**src/rtl/mini_src_control_unit_if.sv**
```systemverilog
// -----------------------------------------------------------------------------
// mini_src_control_unit_if
//
// Control bundle between the Mini-SRC control sequencer and its datapath.
//
// Signals:
//   ir[31:0]        instruction register contents (opcode = ir[31:27])
//   con_ff          branch condition flip-flop output
//   mem_ready       memory done strobe (only observed when MEM_WAIT_EN is set)
//   Gra/Grb/Grc     register field select strobes
//   Rin/Rout/BAout  register file load / drive / base-address drive
//   PCout, Zlowout, MDRout, Cout                 bus drivers
//   PCin, IRin, MARin, MDRin, Yin, Zin, CONin    register loads
//   IncPC, Read, Write                           PC increment, memory strobes
//   alu_op[4:0]     ALU operation code (opcode encoding)
//   run             high unless the sequencer is halted
//
// Modports:
//   master - the control unit (drives the strobes, reads ir/con_ff/mem_ready)
//   slave  - the datapath side
// -----------------------------------------------------------------------------
interface mini_src_control_unit_if;
    logic [31:0] ir;
    logic        con_ff;
    logic        mem_ready;

    logic        Gra, Grb, Grc, Rin, Rout, BAout;
    logic        PCout, Zlowout, MDRout, Cout;
    logic        PCin, IRin, MARin, MDRin, Yin, Zin, CONin;
    logic        IncPC, Read, Write;
    logic [4:0]  alu_op;
    logic        run;

    modport master (
        input  ir, con_ff, mem_ready,
        output Gra, Grb, Grc, Rin, Rout, BAout,
        output PCout, Zlowout, MDRout, Cout,
        output PCin, IRin, MARin, MDRin, Yin, Zin, CONin,
        output IncPC, Read, Write, alu_op, run
    );

    modport slave (
        output ir, con_ff, mem_ready,
        input  Gra, Grb, Grc, Rin, Rout, BAout,
        input  PCout, Zlowout, MDRout, Cout,
        input  PCin, IRin, MARin, MDRin, Yin, Zin, CONin,
        input  IncPC, Read, Write, alu_op, run
    );
endinterface

```
**src/rtl/mini_src_control_unit.sv**
```systemverilog
// -----------------------------------------------------------------------------
// mini_src_control_unit
//
// Multi-cycle Moore control sequencer for the Mini-SRC datapath. Steps fetch
// (T0..T2), decode and execute (T3..T7) for ld, st, add, sub, and, or, addi,
// andi, ori, br, nop and halt. Unknown opcodes run as nop. halt parks the
// sequencer in HALT until reset.
//
// Ports:
//   clock  in  rising-edge system clock
//   reset  in  synchronous active-high reset; while high every output is 0
//   bus    mini_src_control_unit_if.master (ir/con_ff/mem_ready in, strobes out)
//
// Parameters:
//   OP_W   opcode width, taken from the top of ir (fixed at 5)
//
// Optional feature (macro MEM_WAIT_EN):
//   When defined, fetch T1, ld T6 and st T7 hold (outputs held) until a cycle
//   with mem_ready=1, advancing on that edge. When undefined, each memory step
//   takes exactly one cycle and mem_ready is ignored.
//
// Outputs are decoded combinationally from the state register and the opcode:
// the opcode only becomes valid in T3 (IR loads at the end of T2) and reset
// must blank the outputs in the same cycle it is asserted.
// -----------------------------------------------------------------------------
module mini_src_control_unit #(
    parameter int OP_W = 5
) (
    input  logic                          clock,
    input  logic                          reset,
    mini_src_control_unit_if.master       bus
);

    typedef enum logic [3:0] {
        ST_T0   = 4'd0,
        ST_T1   = 4'd1,
        ST_T2   = 4'd2,
        ST_T3   = 4'd3,
        ST_T4   = 4'd4,
        ST_T5   = 4'd5,
        ST_T6   = 4'd6,
        ST_T7   = 4'd7,
        ST_HALT = 4'd8
    } state_t;

    localparam logic [OP_W-1:0] OP_LD   = 5'b00000;
    localparam logic [OP_W-1:0] OP_ST   = 5'b00010;
    localparam logic [OP_W-1:0] OP_ADD  = 5'b00011;
    localparam logic [OP_W-1:0] OP_SUB  = 5'b00100;
    localparam logic [OP_W-1:0] OP_AND  = 5'b00101;
    localparam logic [OP_W-1:0] OP_OR   = 5'b00110;
    localparam logic [OP_W-1:0] OP_ADDI = 5'b01100;
    localparam logic [OP_W-1:0] OP_ANDI = 5'b01101;
    localparam logic [OP_W-1:0] OP_ORI  = 5'b01110;
    localparam logic [OP_W-1:0] OP_BR   = 5'b10010;
    localparam logic [OP_W-1:0] OP_HALT = 5'b11011;

    state_t          state_q, state_d;
    logic [OP_W-1:0] opcode;
    logic            is_alu, is_imm, is_ld, is_st, is_br, is_halt;
    logic            mem_go;

    // Immediate ops reuse the register-form ALU codes.
    function automatic logic [OP_W-1:0] imm_alu_code(input logic [OP_W-1:0] op);
        case (op)
            OP_ANDI: imm_alu_code = OP_AND;
            OP_ORI:  imm_alu_code = OP_OR;
            default: imm_alu_code = OP_ADD;
        endcase
    endfunction

    assign opcode = bus.ir[31:32-OP_W];

    // Only the opcode field steers the sequencer; register fields and the
    // constant belong to the datapath.
    logic unused_ir_fields;
    assign unused_ir_fields = ^bus.ir[31-OP_W:0];

    assign is_alu  = (opcode == OP_ADD) || (opcode == OP_SUB) ||
                     (opcode == OP_AND) || (opcode == OP_OR);
    assign is_imm  = (opcode == OP_ADDI) || (opcode == OP_ANDI) || (opcode == OP_ORI);
    assign is_ld   = (opcode == OP_LD);
    assign is_st   = (opcode == OP_ST);
    assign is_br   = (opcode == OP_BR);
    assign is_halt = (opcode == OP_HALT);

`ifdef MEM_WAIT_EN
    assign mem_go = bus.mem_ready;
`else
    assign mem_go = 1'b1;
    logic unused_mem_ready;
    assign unused_mem_ready = bus.mem_ready;
`endif

    always_comb begin
        state_d = state_q;
        case (state_q)
            ST_T0: state_d = ST_T1;
            ST_T1: state_d = mem_go ? ST_T2 : ST_T1;
            ST_T2: state_d = ST_T3;
            ST_T3: begin
                if (is_alu || is_imm || is_ld || is_st || is_br) state_d = ST_T4;
                else if (is_halt)                                state_d = ST_HALT;
                else                                             state_d = ST_T0;
            end
            ST_T4: state_d = ST_T5;
            ST_T5: state_d = (is_ld || is_st || is_br) ? ST_T6 : ST_T0;
            ST_T6: begin
                if (is_ld)      state_d = mem_go ? ST_T7 : ST_T6;
                else if (is_st) state_d = ST_T7;
                else            state_d = ST_T0;
            end
            ST_T7:   state_d = (is_st && !mem_go) ? ST_T7 : ST_T0;
            ST_HALT: state_d = ST_HALT;
            default: state_d = ST_T0;
        endcase
    end

    always_ff @(posedge clock) begin
        if (reset) state_q <= ST_T0;
        else       state_q <= state_d;
    end

    always_comb begin
        bus.Gra = 1'b0;  bus.Grb = 1'b0;  bus.Grc = 1'b0;
        bus.Rin = 1'b0;  bus.Rout = 1'b0; bus.BAout = 1'b0;
        bus.PCout = 1'b0; bus.Zlowout = 1'b0; bus.MDRout = 1'b0; bus.Cout = 1'b0;
        bus.PCin = 1'b0; bus.IRin = 1'b0; bus.MARin = 1'b0; bus.MDRin = 1'b0;
        bus.Yin = 1'b0;  bus.Zin = 1'b0;  bus.CONin = 1'b0;
        bus.IncPC = 1'b0; bus.Read = 1'b0; bus.Write = 1'b0;
        bus.alu_op = '0;
        bus.run = 1'b0;

        // Reset blanks everything in the same cycle so an interrupted
        // instruction cannot complete a register or memory write.
        if (!reset) begin
            bus.run = (state_q != ST_HALT);
            case (state_q)
                ST_T0: begin
                    bus.PCout = 1'b1; bus.MARin = 1'b1; bus.IncPC = 1'b1; bus.Zin = 1'b1;
                end
                ST_T1: begin
                    bus.Zlowout = 1'b1; bus.PCin = 1'b1; bus.Read = 1'b1; bus.MDRin = 1'b1;
                end
                ST_T2: begin
                    bus.MDRout = 1'b1; bus.IRin = 1'b1;
                end
                ST_T3: begin
                    if (is_alu || is_imm) begin
                        bus.Grb = 1'b1; bus.Rout = 1'b1; bus.Yin = 1'b1;
                    end else if (is_ld || is_st) begin
                        bus.Grb = 1'b1; bus.BAout = 1'b1; bus.Yin = 1'b1;
                    end else if (is_br) begin
                        bus.Gra = 1'b1; bus.Rout = 1'b1; bus.CONin = 1'b1;
                    end
                end
                ST_T4: begin
                    if (is_alu) begin
                        bus.Grc = 1'b1; bus.Rout = 1'b1; bus.Zin = 1'b1;
                        bus.alu_op = opcode;
                    end else if (is_imm) begin
                        bus.Cout = 1'b1; bus.Zin = 1'b1;
                        bus.alu_op = imm_alu_code(opcode);
                    end else if (is_ld || is_st) begin
                        bus.Cout = 1'b1; bus.Zin = 1'b1;
                        bus.alu_op = OP_ADD;
                    end else if (is_br) begin
                        bus.PCout = 1'b1; bus.Yin = 1'b1;
                    end
                end
                ST_T5: begin
                    if (is_alu || is_imm) begin
                        bus.Zlowout = 1'b1; bus.Gra = 1'b1; bus.Rin = 1'b1;
                    end else if (is_ld || is_st) begin
                        bus.Zlowout = 1'b1; bus.MARin = 1'b1;
                    end else if (is_br) begin
                        bus.Cout = 1'b1; bus.Zin = 1'b1;
                        bus.alu_op = OP_ADD;
                    end
                end
                ST_T6: begin
                    if (is_ld) begin
                        bus.Read = 1'b1; bus.MDRin = 1'b1;
                    end else if (is_st) begin
                        bus.Gra = 1'b1; bus.Rout = 1'b1; bus.MDRin = 1'b1;
                    end else if (is_br) begin
                        // Branch target is taken only if the condition holds now.
                        bus.Zlowout = 1'b1; bus.PCin = bus.con_ff;
                    end
                end
                ST_T7: begin
                    if (is_ld) begin
                        bus.MDRout = 1'b1; bus.Gra = 1'b1; bus.Rin = 1'b1;
                    end else if (is_st) begin
                        bus.Write = 1'b1;
                    end
                end
                default: ;
            endcase
        end
    end

endmodule
```
**src/flat_wrapper.sv**
```systemverilog
// flat-port wrapper written by rule: the top's interface ports become plain ports
module mini_src_control_unit_flat 
#(
    parameter int OP_W = 5
)
  (clock, reset, bus_ir, bus_con_ff, bus_mem_ready, bus_Gra, bus_Grb, bus_Grc, bus_Rin, bus_Rout, bus_BAout, bus_PCout, bus_Zlowout, bus_MDRout, bus_Cout, bus_PCin, bus_IRin, bus_MARin, bus_MDRin, bus_Yin, bus_Zin, bus_CONin, bus_IncPC, bus_Read, bus_Write, bus_alu_op, bus_run);
  mini_src_control_unit_if bus_i ();
  input  logic clock;
  input  logic reset;
  input wire logic [$bits(bus_i.ir)-1:0] bus_ir;
  input wire logic [$bits(bus_i.con_ff)-1:0] bus_con_ff;
  input wire logic [$bits(bus_i.mem_ready)-1:0] bus_mem_ready;
  output wire logic [$bits(bus_i.Gra)-1:0] bus_Gra;
  output wire logic [$bits(bus_i.Grb)-1:0] bus_Grb;
  output wire logic [$bits(bus_i.Grc)-1:0] bus_Grc;
  output wire logic [$bits(bus_i.Rin)-1:0] bus_Rin;
  output wire logic [$bits(bus_i.Rout)-1:0] bus_Rout;
  output wire logic [$bits(bus_i.BAout)-1:0] bus_BAout;
  output wire logic [$bits(bus_i.PCout)-1:0] bus_PCout;
  output wire logic [$bits(bus_i.Zlowout)-1:0] bus_Zlowout;
  output wire logic [$bits(bus_i.MDRout)-1:0] bus_MDRout;
  output wire logic [$bits(bus_i.Cout)-1:0] bus_Cout;
  output wire logic [$bits(bus_i.PCin)-1:0] bus_PCin;
  output wire logic [$bits(bus_i.IRin)-1:0] bus_IRin;
  output wire logic [$bits(bus_i.MARin)-1:0] bus_MARin;
  output wire logic [$bits(bus_i.MDRin)-1:0] bus_MDRin;
  output wire logic [$bits(bus_i.Yin)-1:0] bus_Yin;
  output wire logic [$bits(bus_i.Zin)-1:0] bus_Zin;
  output wire logic [$bits(bus_i.CONin)-1:0] bus_CONin;
  output wire logic [$bits(bus_i.IncPC)-1:0] bus_IncPC;
  output wire logic [$bits(bus_i.Read)-1:0] bus_Read;
  output wire logic [$bits(bus_i.Write)-1:0] bus_Write;
  output wire logic [$bits(bus_i.alu_op)-1:0] bus_alu_op;
  output wire logic [$bits(bus_i.run)-1:0] bus_run;
  assign bus_i.ir = bus_ir;
  assign bus_i.con_ff = bus_con_ff;
  assign bus_i.mem_ready = bus_mem_ready;
  assign bus_Gra = bus_i.Gra;
  assign bus_Grb = bus_i.Grb;
  assign bus_Grc = bus_i.Grc;
  assign bus_Rin = bus_i.Rin;
  assign bus_Rout = bus_i.Rout;
  assign bus_BAout = bus_i.BAout;
  assign bus_PCout = bus_i.PCout;
  assign bus_Zlowout = bus_i.Zlowout;
  assign bus_MDRout = bus_i.MDRout;
  assign bus_Cout = bus_i.Cout;
  assign bus_PCin = bus_i.PCin;
  assign bus_IRin = bus_i.IRin;
  assign bus_MARin = bus_i.MARin;
  assign bus_MDRin = bus_i.MDRin;
  assign bus_Yin = bus_i.Yin;
  assign bus_Zin = bus_i.Zin;
  assign bus_CONin = bus_i.CONin;
  assign bus_IncPC = bus_i.IncPC;
  assign bus_Read = bus_i.Read;
  assign bus_Write = bus_i.Write;
  assign bus_alu_op = bus_i.alu_op;
  assign bus_run = bus_i.run;
  mini_src_control_unit #(.OP_W(OP_W)) u_core (.clock(clock), .reset(reset), .bus(bus_i));
endmodule
```
**config.mk**
```make
export PLATFORM = sky130hd
export DESIGN_NAME = mini_src_control_unit_flat
export DESIGN_NICKNAME = d
export VERILOG_FILES = /design/src/rtl/mini_src_control_unit_if.sv /design/src/rtl/mini_src_control_unit.sv /design/src/flat_wrapper.sv
export SDC_FILE = /design/constraint.sdc
export NUM_CORES = 1
export LEC_CHECK = 0
export ABC_AREA = 1
export CAP_MARGIN = 20
export CORE_AREA = 2 2 39 41
export CTS_CLUSTER_DIAMETER = 100
export CTS_CLUSTER_SIZE = 30
export DETAILED_ROUTE_END_ITERATION = 8
export DIE_AREA = 0 0 41 43
export DONT_BUFFER_PORTS = 1
export GPL_TIMING_DRIVEN = 0
export PLACE_DENSITY = 0.83
export SLEW_MARGIN = 20
export SYNTH_ARGS = -nofsm -noshare
export SYNTH_HDL_FRONTEND = slang
export SYNTH_SLANG_ARGS = --single-unit
export TNS_END_PERCENT = 10
```
**constraint.sdc**
```tcl
create_clock -name clock -period 1.8 [get_ports clock]
set_clock_uncertainty 0.15 [all_clocks]
set_input_delay 0.36 -clock clock [delete_from_list [all_inputs] [get_ports clock]]
set_output_delay 0.36 -clock clock [all_outputs]
set_load 0.005 [all_outputs]
```
; ---- After elaboration in Yosys (flattened, before gate mapping)
; Index checks and enable logic that the tools add are counted.
[word_totals]
ff_bits = 4
latchBits = 0
mem_bits_rw = 0
mem_bits_ro = 0
inputBits = 36
out_inout_bits = 26
word_cells = 112
mem_count = 0
[classes]
addsub = 0
multipliers = 0
div_mod_pow = 0
n_lt_le_gt_ge = 0
n_eq_ne = 19
shifts = 0
muxes = 79
bitwise_logic = 0
n_reduce_logical = 13
[op_table]
columns = operator, n
row1 = 2-to-1 mux 1 bit, 51
row2 = one-hot mux 4 bit (8 select lines), 1
row3 = 2-to-1 mux 5 bit, 5
row4 = one-hot mux 1 bit (2 select lines), 9
row5 = equality test 4 x 3 -> 1 bit (second input constant), 4
row6 = equality test 5 x 3 -> 1 bit (second input constant), 3
row7 = equality test 5 x 4 -> 1 bit (second input constant), 3
row8 = 2-to-1 mux 4 bit, 3
row9 = logical OR 1 bit, 11
row10 = equality test 5 x 2 -> 1 bit (second input constant), 2
row11 = equality test 5 bit (second input constant), 2
row12 = one-hot mux 5 bit (2 select lines), 1
row13 = one-hot mux 1 bit (3 select lines), 3
row14 = equality test 4 x 2 -> 1 bit (second input constant), 2
row15 = 2-to-1 mux 3 bit, 2
row16 = one-hot mux 3 bit (2 select lines), 1
row17 = zero test 5 bit, 1
row18 = equality test 4 x 1 -> 1 bit (second input constant), 1
row19 = equality test 4 bit (second input constant), 1
row20 = zero test 4 bit, 1
row21 = 2-to-1 mux 2 bit, 2
row22 = != test 4 bit (second input constant), 1
row23 = one-hot mux 1 bit (4 select lines), 1

; ---- Depth between registers and ports, before layout
; Gate-level depths: netlist (run 1).
[depth]
depth_word = 10
depth_mapped = 8
depth_no_buf = 8

; ---- Least setup slack after synthesis (run 1)
; Ideal clock, no wire load.
[synth_timing]
path_kind = register to output
start = reg u_core.state_q[3]
end = out bus_Rout
arrival_time_ns = 0.984
t_required_ns = 1.290
path_slack_ns = 0.306
path_stages_with_launch = 8
n_path_buf = 0
path_cell_list = dfxtp_1 -> inv_1 -> nand2_1 -> nor2_2 -> nand3_2 -> nand2_1 -> inv_1 -> a21oi_2
[synth_via]
elab_chain_len = 3
elab_cells_between_ends = 5
classes_between = eq/ne (3) / mux (2)
[synth_lines]
columns = item, line
row1 = from (decl), mini_src_control_unit.sv:58  ; state_t state_q, state_d;
row2 = from (signal assigned), mini_src_control_unit.sv:121  ; else state_q <= state_d;
row3 = equality test 4 x 3 -> 1 bit or equality test 4 x 2 -> 1 bit (tied branches), mini_src_control_unit.sv:138  ; case (state_q)
row4 = one-hot mux 1 bit (3 select lines) (*), mini_src_control_unit.sv:138
row5 = 2-to-1 mux 1 bit (*), mini_src_control_unit.sv:136  ; if (!reset) begin
row6 = to (decl), flat_wrapper.sv:17  ; output wire logic [$bits(bus_i.Rout)-1:0] bus_Rout;
; Mark *: on every way between the ends. The rest lies on a longest branch, timed or not.

; ---- Worst setup path after layout (run 1)
[layout_timing]
start = reg u_core.state_q[3]
end = out bus_alu_op[1]
[layout_via]
elab_chain_len = 3
elab_cells_between_ends = 4
classes_between = eq/ne (2) / mux (2)
[layout_lines]
columns = item, line
row1 = equality test 4 x 3 -> 1 bit, mini_src_control_unit.sv:138
row2 = one-hot mux 5 bit (2 select lines) (*), mini_src_control_unit.sv:138
row3 = 2-to-1 mux 5 bit (*), mini_src_control_unit.sv:136
row4 = to (decl), flat_wrapper.sv:33  ; output wire logic [$bits(bus_i.alu_op)-1:0] bus_alu_op;
; Marks and branches as above.

==> results of run 1 <==
## per-stage QoR
| step | util | cells | setup TNS [ps] | hold WS (ps) | instance area (sq um) |
|---|---|---|---|---|---|
| 4_1_cts | 0.6112 | 159 | -30.72 | 192.4 | 845.8 |
| 3_3_place_gp | 0.5506 | 154 | 0 | 438.8 | 762.0 |
| 5_1_grt | 0.6555 | 164 | -425.4 | 219.6 | 907.1 |
| 3_5_place_dp | 0.5506 | 154 | 0 | 437.4 | 762.0 |
| 6_report | 0.6555 | 164 | 0 | 197.2 | 907.1 |
| 2_1_floorplan | - | 138 | 0 | 401.4 | 742.0 |
## kinds of logic after synthesis
logic type,Yosys count
simple gates,86
other cells,1
compound gates,18
flops,4
buf+inv,28
## final cells by class
type / instances / share of cell area
Timing Repair Buffer: 7 / 0.05793
Tap cell: 16 / 0.02207
Clock buffer: 3 / 0.02483
Inverter: 24 / 0.1021
Sequential cell: 4 / 0.09655
Multi-Input combinational cell: 106 / 0.6703
Buffer: 4 / 0.02621
## timing repair
| item | CTS | global route |
|---|---|---|
| buffers inserted | 2 | 5 |
| pin swaps | 3 | 7 |
| resized for setup | 18 | 10 |
| setup endpoints to repair | 14 | 13 |
## power by group through the flow
stage | clock [uW] | sequential [uW] | combinational (uW)
after floorplan | 0 | 98.6 | 86.8
after global placement | 0 | 99.4 | 101
after detailed placement | 0 | 99.7 | 102
after CTS | 115 | 99.8 | 110
after global routing | 117 | 101 | 134
final | 109 | 101 | 121
## layout by cell type, fill, tap and decap left out, drive strengths merged
cell | synthesis | routed
a21oi | 7 | 7
o211ai | 1 | 1
a31oi | 2 | 2
o31ai | 1 | 1
a41oi | 1 | 1
and3 | 1 | 1
dfxtp | 4 | 4
nor2 | 29 | 29
nand2 | 35 | 35
o21ai | 6 | 6
nand4 | 5 | 5
nand3 | 15 | 15
conb | 1 | 2
clkbuf | 1 | 4
buf | 3 | 10
nor3 | 1 | 1
inv | 24 | 24
## routing by layer
layer,up-vias,part of all wire,GRT usage
met5,-,0,0
met4,0,0,0.06667
met3,0,0.061,0.08377
met2,31,0.51,0.3906
met1,408,0.43,0.3089
li1,462,-,-
## how the worst min path moves through the flow
stage	end	depth (start not counted)	slack, ps
after floorplan	u_core.state_q[0]	3	400
after global placement	u_core.state_q[3]	2	440
after detailed placement	u_core.state_q[3]	2	440
after CTS	u_core.state_q[3]	2	190
after global routing	u_core.state_q[3]	2	220
final	u_core.state_q[3]	2	200
==> run summary, run 1 <==
Site Rows = 14
most common cell in the netlist = sky130_fd_sc_hd__nand2_1
Pleak = 0.0004459 uW
global-route total usage across every layer = 0.2482
net switching share of the total power = 0.3680
worst setup slack after placement = 115.2 ps
number of antenna-violating nets in the routed design = 0
critical path capture point type = output port
path depth of the worst reg2reg path = 8
fraction of post-synthesis cell area in the top cell type by area = 0.1525
post-layout worst setup margin = 1.227 ps
number of flip-flops in the largest register = 4
Critical Path RT = 1290 ps
capture point of the worst reg-to-reg path = u_core.state_q[2]
first-pass iteration count of the detailed router = 4
number of flops mapped to enable cells by yosys = 0
Int Power = 208.4 uW
launch instance of the worst register-to-register path = u_core.state_q[3]
CTS tree = done
cts-stage hold buffer count = 0
simple-gate area share of the yosys netlist = 0.5864
final critical-path required period = 1799 ps
layout cell share with drive strength beyond 1 = 0.3716
cell types with the highest counts after synthesis = sky130_fd_sc_hd__nand2_1, sky130_fd_sc_hd__nor2_1, sky130_fd_sc_hd__inv_1
post-synthesis compound-gate area fraction = 0.1424
share of total power in the clock network = 0.329
registers with the most flip-flops = u_core.state_q x4
launch instance of the worst min-delay path = bus_ir[31]
number of flip-flops and latches in the synthesized netlist = 4
worst voltage drop across the vdd grid = 0.0004385 V
reported max-cap violation count = 0
cells traversed along the worst timing path = inv_2 -> nand2_4 -> nor2_4 -> nand3_4 -> o21ai_1 -> nand2_1 -> nand2_1
category of cells accounting for the largest share of critical-path delay = simple AND/OR/NAND/NOR gates
CTS H-Tree Depth = 1
total power = 329.8 uW
number of gates on the worst path with buffers counted = 7
maximum number of pins on one net before global-route repair = 11
post-synthesis cell count = 137
most area-consuming cells after synthesis = sky130_fd_sc_hd__nand2_1, sky130_fd_sc_hd__nor2_1, sky130_fd_sc_hd__dfxtp_1
number of vias in the routed layout = 901
slack of the worst reg-to-reg path = 440 ps
Clock Path Buffers = 2
starting density of the core = 0.5335
number of buffers and inverters on the critical path = 1
multiplexer fraction of the synthesized cell area = 0
die outline width = 41 um
area used by sequential logic in the layout = 87.58 sq um
mean instance size in the synthesized netlist = 5.388 sq um
proportion of power drawn by flip-flops and latches = 0.305
count of cell types in the netlist = 27
area of the die = 0.001763 sq mm
Critical Setup Path Class = flip-flop to output port
Core Box Area = 0.001384 sq mm
maximum fanout encountered on the critical timing path = 4
arrival time of data at the critical path endpoint = 1290 ps
min-delay worst type = input pin to flip-flop
placed wire-length estimate = 1.531 mm
Crit. Startpoint = u_core.state_q[3]
Reg clk slew, reported paths = 40 ps
area added between synthesis and finish = 22.88%
end point of the critical path = bus_alu_op[1]
dominant cell type by count on the critical path = sky130_fd_sc_hd__nand2_1
# setup viols final = 0
post-synthesis adder-cell area fraction = 0
sum of routed wire length over all layers = 2.127 mm
global-route congestion overflow total = 0
Seq/Total Area, Yosys = 0.1085
proportion of power drawn by combinational gates = 0.366
Tcrit/Tclk final = 0.9993
cell with the biggest individual delay on the critical path = sky130_fd_sc_hd__dfxtp_2
status = completed
cell taking the most area after synthesis = sky130_fd_sc_hd__nand2_1
Sink Count = 4
combinational family with the most area after synthesis = simple AND/OR/NAND/NOR gates
highest attainable clock frequency = 0.5559 GHz
number of global-route vias before repair = 735
xor/xnor cell area share of the yosys netlist = 0
Yosys warnings = 0
Port-buffer cells = 0
multi-input combinational cell area = 608.1 sq um
chip height = 43 um
endpoints failing hold = 0
fraction of synthesis flops using an asynchronous set or reset pin = 0
fill cell instance count of the final layout = 138
DRC viols = 0
type of origin of the critical path = flip-flop
library cell used as clock root buffer = sky130_fd_sc_hd__clkbuf_4
switching power = 121.4 uW
via/cell ratio = 5.494
unrepaired setup endpoints after global routing = yes
Top FF cell, synth = sky130_fd_sc_hd__dfxtp_1
clock buffers created by TritonCTS = 3
antenna violations before repair = 0
post-DR wirelength/cell = 12.97 um
GP Congestion = 0.8484
biggest cell delay along the critical path = 320 ps
I/O pin count = 62
most flop-heavy register = u_core.state_q
power density normalized to cell area = 363.5 mW/mm^2
number of diodes = 0
nets = 186
fin. max-slew vios = 0
wire length of the first global-routing pass = 3.042 mm
worst-skew pair later-pin latency = 230 ps
number of design-rule violations left by the first detailed-router iteration = 25
Synth Cell Area = 738.2 sq um
No activity file was read; power rests on OpenSTA's default activity.
==> run 2, diff against run 1 <==
--- a/config.mk
+++ b/config.mk
@@ -6,15 +6,15 @@
 export NUM_CORES = 1
 export LEC_CHECK = 0
 export ABC_AREA = 1
+export BUFFER_PORTS_ARGS = -buffer_cell sky130_fd_sc_hd__clkbuf_2
 export CAP_MARGIN = 20
-export CORE_AREA = 2 2 39 41
+export CORE_MARGIN = 2
+export CORE_UTILIZATION = 38
 export CTS_CLUSTER_DIAMETER = 100
 export CTS_CLUSTER_SIZE = 30
 export DETAILED_ROUTE_END_ITERATION = 8
-export DIE_AREA = 0 0 41 43
-export DONT_BUFFER_PORTS = 1
 export GPL_TIMING_DRIVEN = 0
-export PLACE_DENSITY = 0.83
+export PLACE_DENSITY = 0.91
 export SLEW_MARGIN = 20
 export SYNTH_ARGS = -nofsm -noshare
 export SYNTH_HDL_FRONTEND = slang
==> run 2 against run 1 <==
- the run now ends with setup timing left
- maximum frequency down 7.3%
- clock power about the same
- worst setup slack worse by 140 ps
- via count up 24%
- critical path type unchanged
- largest cell class unchanged
==> run summary, run 2 (synthesis gave the netlist of run 1 again) <==
status = complete, but fails checks
violated checks = setup timing
global-route total usage across every layer = 0.2139 (-0.03440)
reported max-cap violation count = 0 (unchanged)
Reg clk slew, reported paths = 40 ps (about the same)
via/cell ratio = 5.401 (-1.7%)
slack of the worst reg-to-reg path = 270 ps (-170 ps)
sum of routed wire length over all layers = 2.921 mm (+37%)
# setup viols final = 19 (+19)
wire length of the first global-routing pass = 3.546 mm (+17%)
Tcrit/Tclk final = 1.078 (+0.07855)
CTS tree = done
Pleak = 0.0006295 uW (+41%)
library cell used as clock root buffer = sky130_fd_sc_hd__clkbuf_4
registers with the most flip-flops = u_core.state_q x4
endpoints failing hold = 0 (unchanged)
die outline width = 48.08 um (+17%)
maximum fanout encountered on the critical timing path = 3 (-1)
area added between synthesis and finish = 60.68%
most common cell after layout, fill and taps aside = sky130_fd_sc_hd__nand2_1
Core Box Area = 0.001783 sq mm (+29%)
number of design-rule violations left by the first detailed-router iteration = 43 (+72%)
chip height = 48.08 um (+12%)
first-pass iteration count of the detailed router = 4 (unchanged)
biggest cell delay along the critical path = 350 ps (+30 ps)
area of the die = 0.002311 sq mm (+31%)
global-route congestion overflow total = 0 (unchanged)
category of cells accounting for the largest share of critical-path delay = simple AND/OR/NAND/NOR gates
GP Congestion = 0.9272 (+9.3%)
cts-stage hold buffer count = 0 (unchanged)
cells traversed along the worst timing path = inv_4 -> nand2_4 -> nor2_4 -> nand2_1 -> a31oi_1 -> clkbuf_2
critical path capture point type = output port
worst voltage drop across the vdd grid = 0.0003595 V (-18%)
Clock Path Buffers = 2 (unchanged)
number of buffers and inverters on the critical path = 2 (+1)
starting density of the core = 0.4140 (-0.1194)
Critical Setup Path Class = flip-flop to output port
min-delay worst type = input pin to flip-flop
number of flip-flops in the largest register = 4 (unchanged)
number of vias in the routed layout = 1,118 (+24%)
layout cell share with drive strength beyond 1 = 0.5330 (+0.1613)
number of global-route vias before repair = 893 (+21%)
post-route standard cell area excluding fillers = 0.001186 sq mm (+31%)
power density normalized to cell area = 326.8 mW/mm^2 (-10%)
fin. max-slew vios = 0 (unchanged)
final critical-path required period = 1940 ps (+141.4 ps)
post-layout worst setup margin = -140.2 ps (-141.4 ps)
I/O pin count = 62 (unchanged)
number of antenna-violating nets in the routed design = 0 (unchanged)
cell with the biggest individual delay on the critical path = sky130_fd_sc_hd__dfxtp_4
CTS H-Tree Depth = 1 (unchanged)
number of diodes = 0 (unchanged)
number of cells after detailed placement = 193 (+25%)
Site Rows = 15 (+1)
unrepaired setup endpoints after global routing = yes
type of origin of the critical path = flip-flop
most flop-heavy register = u_core.state_q
DRC viols = 0 (unchanged)
clock buffers created by TritonCTS = 3 (unchanged)
Critical Path RT = 1290 ps (about the same)
Port-buffer cells = 30 (+30)
worst hold slack across all endpoints = 318.2 ps (+121.0 ps)
post-DR wirelength/cell = 14.11 um (+8.8%)
most frequent cells in the layout = sky130_fd_sc_hd__nand2_1, sky130_fd_sc_hd__clkbuf_2, sky130_fd_sc_hd__nor2_1, sky130_fd_sc_hd__buf_4, sky130_fd_sc_hd__inv_1
worst setup slack after placement = -62.83 ps (-178.0 ps)
number of standard cells in the final layout excluding fillers = 207 (+26%)
maximum number of pins on one net before global-route repair = 11 (unchanged)
antenna violations before repair = 0 (unchanged)
placed wire-length estimate = 1.633 mm (+6.7%)
nets = 220 (+18%)
Sink Count = 4 (unchanged)
highest attainable clock frequency = 0.5154 GHz (-7.3%)
arrival time of data at the critical path endpoint = 1430 ps (+140 ps)
post-place instance area = 923.4 sq um (+21%)
worst-skew pair later-pin latency = 240 ps (about the same)
-- run 2: cell count changes in the layout (fill, tap and decap cells not counted), sizes merged --
cell / delta
buf: +15
clkbuf: +19
-- run 2: final cells by class --
class                   instances  area (sq um)
fillers                       155         596.8
repair buffers                 41         244.0
multi-input cells             106         674.4
plain buffers                   4         23.77
flip-flops and latches          4         92.59
clock buffers                   3         22.52
well taps                      25         31.28
inverters                      24         97.59
-- run 2: timing repair --
action                                  CTS  global route
resized for setup                        20            45
endpoints found under the setup margin   20            22
pin swaps                                 6            17
buffers inserted                          7             4
cloned                                    0             0
-- run 2: power breakdown --
part	switching (uW)	internal, uW
registers	7.05	91.5
clock network	37.3	74.6
logic	112	64.9
-- run 2: per-stage QoR --
step           utilization  power, uW  setup TNS [ps]
2_1_floorplan            -      185.3               0
3_3_place_gp        0.5179      231.8          -255.3
3_5_place_dp        0.5179      233.3          -270.5
4_1_cts             0.5860      364.6          -586.3
5_1_grt             0.6653      422.1           -3115
6_report            0.6653      387.6           -1404
-- run 2: per-layer routing --
metal  global-route usage  vias up  wire (um)
li1                     -      530          -
met1               0.2851      500       1198
met2               0.3360       78       1420
met3              0.06415       10        232
met4              0.05405        0         70
met5                    0        -          0
-- run 2: worst reg2reg max path: stages (launching register included) --
cell and delay (ps):
sky130_fd_sc_hd__dfxtp_4 350, sky130_fd_sc_hd__inv_4 70, sky130_fd_sc_hd__nand4_1 170, sky130_fd_sc_hd__buf_4 190, sky130_fd_sc_hd__buf_4 120, sky130_fd_sc_hd__nor2_1 150, sky130_fd_sc_hd__nor2_1 60, sky130_fd_sc_hd__a21oi_1 180
-- run 2: worst paths after layout --
path / from / end / cells after the start
worst min-delay path: reset / u_core.state_q[2] / 2
worst max-delay path: u_core.state_q[3] / bus_alu_op[2] / 6
worst max register to register: u_core.state_q[3] / u_core.state_q[2] / 7
worst min register to register: u_core.state_q[0] / u_core.state_q[0] / 3
